## src/rtl/board_window_sampler_pkg.sv

```systemverilog
// Shared types and helpers for the board window sampler and its consumers.
package board_window_sampler_pkg;

   typedef enum logic [1:0] {
      IDLE,
      ISSUE,
      DRAIN,
      HOLD
   } sampler_state_e;

   // Cells outside the playfield walls and below the floor read as occupied.
   localparam logic WALL_FILL = 1'b1;

   localparam int unsigned DEF_WIN = 6;

   // Flat bit index of window cell (lx, ly); lx is the column, ly the row.
   function automatic int unsigned win_idx(input int unsigned lx,
                                           input int unsigned ly,
                                           input int unsigned win = DEF_WIN);
      return lx * win + ly;
   endfunction

endpackage

```

## src/rtl/board_window_sampler_if.sv

```systemverilog
// Request and window handshake channels of the board window sampler.
interface board_window_sampler_if #(
   parameter int XW  = 6,
   parameter int YW  = 7,
   parameter int WIN = 6
) ();

   logic                  req_valid;
   logic                  req_ready;
   logic signed [XW-1:0]  req_x;
   logic signed [YW-1:0]  req_y;

   logic                  win_valid;
   logic                  win_ready;
   logic [WIN*WIN-1:0]    win_data;

   // Requester / window consumer side.
   modport master (
      output req_valid, req_x, req_y, win_ready,
      input  req_ready, win_valid, win_data
   );

   // Sampler side.
   modport slave (
      input  req_valid, req_x, req_y, win_ready,
      output req_ready, win_valid, win_data
   );

endinterface

```

## src/rtl/board_window_sampler_slicer.sv

```systemverilog
// Turns one returned board column into WIN window cells, applying the
// wall, spawn-zone and floor fills around the visible playfield.
module board_column_slicer
   import board_window_sampler_pkg::*;
#(
   parameter int unsigned WIN          = 6,
   parameter int unsigned BOARD_HEIGHT = 20,
   parameter int          ORIGIN_OFF   = 1,
   parameter bit          TOP_FILL     = 1'b0,
   parameter int          YW           = $clog2(BOARD_HEIGHT) + 2
) (
   input  logic [BOARD_HEIGHT-1:0] col_data,
   input  logic                    in_bounds,
   input  logic signed [YW-1:0]    y_lat,
   output logic [WIN-1:0]          col_bits
);

   localparam int YAW = $clog2(BOARD_HEIGHT);

   // Per-row world y, computed one bit wider than y so extremes never wrap.
   always_comb begin
      logic signed [YW:0] wy;
      col_bits = '0;
      wy       = '0;
      for (int unsigned ly = 0; ly < WIN; ly++) begin
         wy = signed'({y_lat[YW-1], y_lat}) + signed'((YW+1)'(ly))
              - signed'((YW+1)'(ORIGIN_OFF));
         if (!in_bounds) begin
            col_bits[ly] = WALL_FILL;
         end else if (wy < 0) begin
            col_bits[ly] = TOP_FILL;
         end else if (wy >= signed'((YW+1)'(BOARD_HEIGHT))) begin
            col_bits[ly] = WALL_FILL;
         end else begin
            col_bits[ly] = col_data[wy[YAW-1:0]];
         end
      end
   end

endmodule

```

## src/rtl/board_window_sampler.sv

```systemverilog
// Sequential WIN x WIN window sampler: reads one board column per cycle
// from a column-addressed RAM and assembles the neighbourhood of a piece.
module board_window_sampler
   import board_window_sampler_pkg::*;
#(
   parameter int unsigned BOARD_WIDTH  = 10,
   parameter int unsigned BOARD_HEIGHT = 20,
   parameter int unsigned WIN          = 6,
   parameter int          ORIGIN_OFF   = 1,
   parameter int unsigned READ_LAT     = 1,
   parameter bit          TOP_FILL     = 1'b0,
   parameter int          XW           = $clog2(BOARD_WIDTH) + 2,
   parameter int          YW           = $clog2(BOARD_HEIGHT) + 2
) (
   input  logic                           clk,
   input  logic                           reset_n,
   board_window_sampler_if.slave          bus,
   output logic                           col_rd_en,
   output logic [$clog2(BOARD_WIDTH)-1:0] col_rd_addr,
   input  logic [BOARD_HEIGHT-1:0]        col_rd_data
);

   localparam int AW  = $clog2(BOARD_WIDTH);
   localparam int LXW = (WIN > 1) ? $clog2(WIN) : 1;

   typedef struct packed {
      logic           v;
      logic [LXW-1:0] lx;
      logic           ib;
   } tag_t;

   sampler_state_e       state, state_nx;
   logic signed [XW-1:0] x_lat;
   logic signed [YW-1:0] y_lat;
   logic [LXW-1:0]       col_cnt;
   logic                 issuing;
   logic                 in_bounds;
   logic [AW-1:0]        wx_addr;
   tag_t                 tag_q [READ_LAT];
   tag_t                 tag_out;
   logic [WIN-1:0]       col_bits;
   logic [WIN*WIN-1:0]   col_field;
   logic [WIN*WIN-1:0]   col_mask;
   logic [WIN*WIN-1:0]   win_q;

   assign tag_out      = tag_q[READ_LAT-1];
   assign bus.win_data = win_q;

   // State register.
   always_ff @(posedge clk or negedge reset_n) begin
      if (!reset_n) state <= IDLE;
      else          state <= state_nx;
   end

   // Next-state and handshake outputs.
   always_comb begin
      state_nx      = state;
      bus.req_ready = 1'b0;
      bus.win_valid = 1'b0;
      issuing       = 1'b0;
      unique case (state)
         IDLE: begin
            bus.req_ready = 1'b1;
            if (bus.req_valid) state_nx = ISSUE;
         end
         ISSUE: begin
            issuing = 1'b1;
            if (col_cnt == LXW'(WIN - 1)) state_nx = DRAIN;
         end
         DRAIN: begin
            if (tag_out.v && tag_out.lx == LXW'(WIN - 1)) state_nx = HOLD;
         end
         HOLD: begin
            bus.win_valid = 1'b1;
            if (bus.win_ready) state_nx = IDLE;
         end
      endcase
   end

   // World column of the column being issued, one bit wider than x.
   always_comb begin
      logic signed [XW:0] wx;
      wx = signed'({x_lat[XW-1], x_lat}) + signed'((XW+1)'(col_cnt))
           - signed'((XW+1)'(ORIGIN_OFF));
      in_bounds = (wx >= 0) && (wx < signed'((XW+1)'(BOARD_WIDTH)));
      wx_addr   = wx[AW-1:0];
   end

   // RAM strobe only for on-board columns; off-board columns become walls.
   always_comb begin
      col_rd_en   = issuing && in_bounds;
      col_rd_addr = (issuing && in_bounds) ? wx_addr : '0;
   end

   // Request latch and column counter.
   always_ff @(posedge clk or negedge reset_n) begin
      if (!reset_n) begin
         x_lat   <= '0;
         y_lat   <= '0;
         col_cnt <= '0;
      end else if (state == IDLE && bus.req_valid) begin
         x_lat   <= bus.req_x;
         y_lat   <= bus.req_y;
         col_cnt <= '0;
      end else if (state == ISSUE) begin
         col_cnt <= col_cnt + 1'b1;
      end
   end

   // Tag pipeline matching the RAM latency; every issued column, in bounds
   // or not, travels through it so all columns land with uniform timing.
   always_ff @(posedge clk or negedge reset_n) begin
      if (!reset_n) begin
         for (int unsigned i = 0; i < READ_LAT; i++) tag_q[i] <= '0;
      end else begin
         tag_q[0] <= '{v: issuing, lx: col_cnt, ib: in_bounds};
         for (int unsigned i = 1; i < READ_LAT; i++) tag_q[i] <= tag_q[i-1];
      end
   end

   board_column_slicer #(
      .WIN          (WIN),
      .BOARD_HEIGHT (BOARD_HEIGHT),
      .ORIGIN_OFF   (ORIGIN_OFF),
      .TOP_FILL     (TOP_FILL),
      .YW           (YW)
   ) u_slicer (
      .col_data  (col_rd_data),
      .in_bounds (tag_out.ib),
      .y_lat     (y_lat),
      .col_bits  (col_bits)
   );

   // Position the sliced column at its lx slot in the window.
   always_comb begin
      col_field = (WIN*WIN)'(col_bits) << win_idx(32'(tag_out.lx), 0, WIN);
      col_mask  = (WIN*WIN)'({WIN{1'b1}}) << win_idx(32'(tag_out.lx), 0, WIN);
   end

   // Window register: one column written as each tag exits.
   always_ff @(posedge clk or negedge reset_n) begin
      if (!reset_n)      win_q <= '0;
      else if (tag_out.v) win_q <= (win_q & ~col_mask) | (col_field & col_mask);
   end

endmodule

```

## src/flat_wrapper.sv

```systemverilog
// flat-port wrapper written by rule: the top's interface ports become plain ports
module board_window_sampler_flat import board_window_sampler_pkg::*;
#(
   parameter int unsigned BOARD_WIDTH  = 10,
   parameter int unsigned BOARD_HEIGHT = 20,
   parameter int unsigned WIN          = 6,
   parameter int          ORIGIN_OFF   = 1,
   parameter int unsigned READ_LAT     = 1,
   parameter bit          TOP_FILL     = 1'b0,
   parameter int          XW           = $clog2(BOARD_WIDTH) + 2,
   parameter int          YW           = $clog2(BOARD_HEIGHT) + 2
)
  (clk, reset_n, col_rd_en, col_rd_addr, col_rd_data, bus_req_valid, bus_req_x, bus_req_y, bus_win_ready, bus_req_ready, bus_win_valid, bus_win_data);
  board_window_sampler_if #(.XW(XW), .YW(YW), .WIN(WIN)) bus_i ();
  input  logic clk;
  input  logic reset_n;
  output logic col_rd_en;
  output logic [$clog2(BOARD_WIDTH)-1:0] col_rd_addr;
  input  logic [BOARD_HEIGHT-1:0] col_rd_data;
  input wire logic [$bits(bus_i.req_valid)-1:0] bus_req_valid;
  input wire logic [$bits(bus_i.req_x)-1:0] bus_req_x;
  input wire logic [$bits(bus_i.req_y)-1:0] bus_req_y;
  input wire logic [$bits(bus_i.win_ready)-1:0] bus_win_ready;
  output wire logic [$bits(bus_i.req_ready)-1:0] bus_req_ready;
  output wire logic [$bits(bus_i.win_valid)-1:0] bus_win_valid;
  output wire logic [$bits(bus_i.win_data)-1:0] bus_win_data;
  assign bus_i.req_valid = bus_req_valid;
  assign bus_i.req_x = bus_req_x;
  assign bus_i.req_y = bus_req_y;
  assign bus_i.win_ready = bus_win_ready;
  assign bus_req_ready = bus_i.req_ready;
  assign bus_win_valid = bus_i.win_valid;
  assign bus_win_data = bus_i.win_data;
  board_window_sampler #(.BOARD_WIDTH(BOARD_WIDTH), .BOARD_HEIGHT(BOARD_HEIGHT), .WIN(WIN), .ORIGIN_OFF(ORIGIN_OFF), .READ_LAT(READ_LAT), .TOP_FILL(TOP_FILL), .XW(XW), .YW(YW)) u_core (.clk(clk), .reset_n(reset_n), .bus(bus_i), .col_rd_en(col_rd_en), .col_rd_addr(col_rd_addr), .col_rd_data(col_rd_data));
endmodule
```

## config.mk

```make
export PLATFORM = sky130hd
export DESIGN_NAME = board_window_sampler_flat
export DESIGN_NICKNAME = d
export VERILOG_FILES = /design/src/rtl/board_window_sampler_pkg.sv /design/src/rtl/board_window_sampler_if.sv /design/src/rtl/board_window_sampler_slicer.sv /design/src/rtl/board_window_sampler.sv /design/src/flat_wrapper.sv
export SDC_FILE = /design/constraint.sdc
export NUM_CORES = 1
export LEC_CHECK = 0
export CORE_ASPECT_RATIO = 1.1
export CORE_MARGIN = 2
export CORE_UTILIZATION = 37
export CTS_CLUSTER_DIAMETER = 80
export DETAILED_ROUTE_END_ITERATION = 10
export SYNTH_ARGS = -nofsm -noshare
export SYNTH_HDL_FRONTEND = slang
export SYNTH_SLANG_ARGS = --single-unit
export TNS_END_PERCENT = 50
```

## constraint.sdc

```tcl
create_clock -name clk -period 8.1 [get_ports clk]
set_input_delay 1.215 -clock clk [delete_from_list [all_inputs] [get_ports clk]]
set_output_delay 1.215 -clock clk [all_outputs]
set_load 0.05 [all_outputs]
```

; ---- Word level (Yosys, flattened, before mapping)
; Cells that the tools add are included.
[word_totals]
register_bits = 59
input_bits = 37
out_inout_bits = 43
word_cells = 106
[op_classes]
eq_ne = 9
add_sub_neg = 14
n_reduce_logical = 7
bitwise = 4
muxes = 41
shifts = 2
n_mul = 1
n_lt_le_gt_ge = 20
[ops]
columns = op, count
row1 = $and A36 B36 Y36, 2
row2 = $ge A8 B6 Y1 const B, 6
row3 = $lt A8 B1 Y1 const B, 6
row4 = $sub A8 B2 Y8 const B, 5
row5 = $lt A5 B6 Y1 const B, 6
row6 = $not A36 Y36, 1
row7 = $or A36 B36 Y36, 1
row8 = $shl A6 B6 Y36, 1
row9 = $shl A6 B6 Y36 const A, 1
row10 = $bmux W1 S5, 6
row11 = $mux W1, 27
row12 = $add A7 B3 Y8 const B, 2
row13 = $add A7 B4 Y8 const B, 2
row14 = $add A7 B2 Y8 const B, 1
row15 = $mux W2, 4
row16 = $pmux W2 S4, 1
row17 = $sub A7 B2 Y8 const B, 1
row18 = $add A6 B4 Y7, 1
row19 = $ge A7 B1 Y1 const B, 1
row20 = $lt A7 B5 Y1 const B, 1
row21 = $sub A7 B2 Y7 const B, 1
row22 = $eq A3 B3 Y1 const B, 2
row23 = $mux W3, 2
row24 = $mul A3 B2 Y5 const B, 1
row25 = 10 further kinds, 16

; ---- Longest topological paths before layout
[logic_depth]
ltp_word = 10
ltp_mapped = 12
depth_no_buf = 12

; ---- Hierarchy
; A second synthesis with hierarchy kept.
[hier_totals]
cells_unflattened = 421
area_unflattened_um2 = 4529.3
[by_module_without_submodules]
columns = mod, area_each_um2, seq_area_each_um2, n_inst, cells_per_inst
row1 = board_window_sampler, 3140.5, 1476.4, 1, 273
row2 = board_column_slicer, 1388.8, 0.0, 1, 148

; ---- Worst setup path after synthesis
; No wires, ideal clock.
[synth_timing]
path_type = register to output
start = reg u_core.col_cnt[1]
end = out col_rd_addr[0]
path_stages_with_launch = 13
path_slack_ns = 3.422
path_buffers = 0
arrival_time_ns = 3.463
required_time_ns = 6.885
cell_sequence = dfrtp_1 inv_1 ha_1 inv_1 ha_1 fa_1 a21o_1 a21oi_1 nand2_1 mux2_2 nor3_1 and2_1 nor2b_1
[synth_via]
elab_chain_len = 6
elab_cells_between_ends = 7
classes_between = add/sub (2) / order compare (2) / mux (1) / reduce/logical (2)
[synth_lines]
columns = element, line
row1 = from (decl), board_window_sampler.sv:35  ; logic [LXW-1:0] col_cnt;
row2 = from (signal assigned), board_window_sampler.sv:106  ; col_cnt <= col_cnt + 1'b1;
row3 = $add A6 B4 Y7 (*), board_window_sampler.sv:83  ; wx = signed'({x_lat[XW-1], x_lat}) + signed'((XW+1)'(col_cnt))
row4 = $sub A7 B2 Y7 (*), board_window_sampler.sv:84  ; - signed'((XW+1)'(ORIGIN_OFF));
row5 = $ge A7 B1 Y1 / $lt A7 B5 Y1 (equally long branches), board_window_sampler.sv:85  ; in_bounds = (wx >= 0) && (wx < signed'((XW+1)'(BOARD_WIDTH)));
row6 = $logic_and A1 B1 Y1 (*), board_window_sampler.sv:85
row7 = via u_core.in_bounds, board_window_sampler.sv:37  ; logic in_bounds;
row8 = $logic_and A1 B1 Y1 (*), -
row9 = via col_rd_en, flat_wrapper.sv:17  ; output logic col_rd_en;
row10 = $mux W4 (*), board_window_sampler.sv:92  ; col_rd_addr = (issuing && in_bounds) ? wx_addr : '0;
row11 = to (decl), flat_wrapper.sv:18  ; output logic [$clog2(BOARD_WIDTH)-1:0] col_rd_addr;
; Mark *: on every way through the listed nets, which the timed path passes. The rest lies on a longest branch.

; ---- Worst setup path in the final report
[layout_timing]
start = reg u_core.col_cnt[1]
end = out col_rd_addr[3]
[layout_via]
elab_chain_len = 6
elab_cells_between_ends = 7
classes_between = add/sub (2) / order compare (2) / mux (1) / reduce/logical (2)
[layout_lines]
columns = element, line
row1 = $add A6 B4 Y7 (*), board_window_sampler.sv:83
row2 = $sub A7 B2 Y7 (*), board_window_sampler.sv:84
row3 = $ge A7 B1 Y1 / $lt A7 B5 Y1 (equally long branches), board_window_sampler.sv:85
row4 = $logic_and A1 B1 Y1 (*), board_window_sampler.sv:85
row5 = via u_core.in_bounds, board_window_sampler.sv:37
row6 = $logic_and A1 B1 Y1 (*), board_window_sampler.sv:92
row7 = $mux W4 (*), board_window_sampler.sv:92
; Marks and branches as above.

==> results.json <==
{
  "status": "finished clean",
  "dr_total_vias": 4112,
  "fin_crit_sh_pct": 63.53,
  "slew_viol_final": 0,
  "setup_viol_count_final": 0,
  "dp_hpwl_mm": 9.232,
  "crit_type": "flop to output port",
  "wirelength_mm": 12.21,
  "clk_pin_slew_ps": 60,
  "crit_required_ps": 6880,
  "ys_ff_latch": 59,
  "clk_latency_ps": 330,
  "async_reset_ff_share_pct": 100.0,
  "hold_buffers": 0,
  "worstPathArrival_ps": 3930,
  "cts_resized": 0,
  "synth_ff_type": "dfrtp_1",
  "worst_pin_slew_ps": 788.3,
  "route.detailed.drc": 0,
  "clock_path_buffers": 2,
  "end_kind": "output port",
  "die_h_um": 123,
  "port_buffers": 79,
  "skew_ps": 10.77,
  "synth_area_leaders": "dfrtp_1 31%, mux4_2 9.0%, ha_1 7.6%",
  "maxCapViolations": 0,
  "grt_pass1_wl_mm": 20.43,
  "syn_nets": 563,
  "avgSynthCellArea_um2": 9.623,
  "post_cts_buffers": 0,
  "r2r_slack_ps": 4410,
  "cp_max_fo": 4,
  "drtPass1Iterations": 5,
  "synth-edff-count": 0,
  "start_kind": "flop",
  "synth_area_um2": 4763,
  "final_layout_size_suffix_gt1_share_pct": 14.49,
  "ant_nets": 0,
  "fp-row-count": 43,
  "synth-seq-area-share_pct": 31.00,
  "slowest_stage": "clkdlybuf4s50_1",
  "period_needed_ps": 5146,
  "cts_tree": "yes",
  "layout_commonest_cell": "clkdlybuf4s50_1",
  "grt_pass1_vias": 4071,
  "drt_iter0_drc": 288,
  "core_um2": 12590,
  "syn2layout_area_growth_pct": 25.16,
  "setup_tns_ps": 0,
  "cts_sinks": 59,
  "cts_made_buffers": 9,
  "synth_top_area_share_pct": 31.00,
  "finalHoldViolations": 0,
  "fmax_mhz": 194.3,
  "final_nets": 629,
  "die_x_um": 112.2,
  "grtUsageTotal_pct": 18.21,
  "detail_route.wl_per_cell_um": 16.89,
  "routed_via_density": 5.687,
  "gp_congestion": 0.8903,
  "num_antenna_cells": 0,
  "cts-root-buf": "clkbuf_16",
  "worst_path_largest_cell_delay_ps": 810,
  "antenna_found_initial": 0,
  "synth.distinct_cells": 68,
  "die_area_um2": 13800,
  "rsz0062_at_grt": "false",
  "overflow": 0,
  "layout_common_cells": "78 x clkdlybuf4s50_1, 59 x nand2_1, 59 x dfrtp_1, 34 x nor2_1, 31 x inv_1",
  "grt_max_degree": 60,
  "synthCells": 495,
  "synth_top_area_cell": "dfrtp_1",
  "ctsHtreeMaxLevel": 3,
  "boundaryPins": 80,
  "hold_class": "flop to flop",
  "initial_core_util_pct": 37.84,
  "max_slew_margin_pct": 47.27,
  "worstPathCellList": "inv_1 -> ha_1 -> inv_1 -> ha_1 -> fa_1 -> a21o_1 -> a21oi_1 -> nand2_1 -> mux2_2 -> nor3_1 -> and2_1 -> nor2b_1 -> clkdlybuf4s50_1",
  "yosys_warnings": 0
}
worst max-delay path: cells and delay by family (launching register included):
family                   cells  cell delay, ps
AO/OA/AOI/OAI                2             340
multiplexers                 1             260
flip-flops                   1             370
adder cells (fa/ha/maj)      3             930
AND/OR/NAND/NOR              4             760
buffers and inverters        3             940
area by class of cell:
class	count	area [um^2]
flip-flops and latches	59	1476
inverters	32	120.1
repair buffers	81	800.8
fillers	1219	6628
clock inverters	7	100.1
multi-input cells	378	3043
clock buffers	9	225.2
well taps	157	196.4
metal layers:
metal	share of wire, %	global-route usage [%]	vias up
met5	0	0	-
met4	2.0	5.869	0
met3	6.0	3.824	21
met2	49	30.61	153
met1	43	23.67	1982
li1	-	-	1956
Yosys cell counts (5+ instances only):
master    number
a21oi_1       15
a31oi_1        8
and3_1         7
buf_2          6
clkbuf_1      15
dfrtp_1       59
ha_1          29
inv_1         31
mux2_2        28
mux4_2        19
nand2_1       59
nand3_1       13
nand4_1        8
nor2_1        34
nor2b_1       11
nor3_1        11
o211ai_1       8
o21ai_0       22
o21ai_1        5
xnor2_1       14
metrics by stage:
stage	utilization [%]	hold slack (ps)	cells	worst slack, ps	area (um^2)
final	47.36	417.0	723	2954	5962
after CTS	47.36	417.2	723	2928	5962
after floorplan	-	374.1	495	3422	4763
after detailed placement	44.77	397.5	707	3307	5637
after global placement	44.77	384.1	707	3475	5637
after global routing	47.36	421.4	723	2629	5962
final timing paths:
kind,from,end,cells past startpoint
max,u_core.col_cnt[1],col_rd_addr[3],13
min,u_core.col_cnt[2],u_core.tag_out[3],0
min in group asynchronous,reset_n,async pin,2
max in group asynchronous,reset_n,u_core.tag_out[1],2
min reg2reg,u_core.col_cnt[2],u_core.tag_out[3],0
max reg2reg,u_core.y_lat[1],flop,9
cells by family (layout without fill, tap and decap cells):
group / count (synthesis) / count (layout) / synth area share (%)
fa+ha+maj: 31 / 31 / 8.458
simple gates: 165 / 165 / 16.55
buf+inv: 58 / 129 / 5.122
compound gates: 106 / 106 / 15.84
mux: 59 / 59 / 19.91
xor+xnor: 17 / 17 / 3.126
flops: 59 / 59 / 31.00
Power is not shown: default switching activity piles up to over one toggle a cycle in this logic, so the estimate is an artifact.
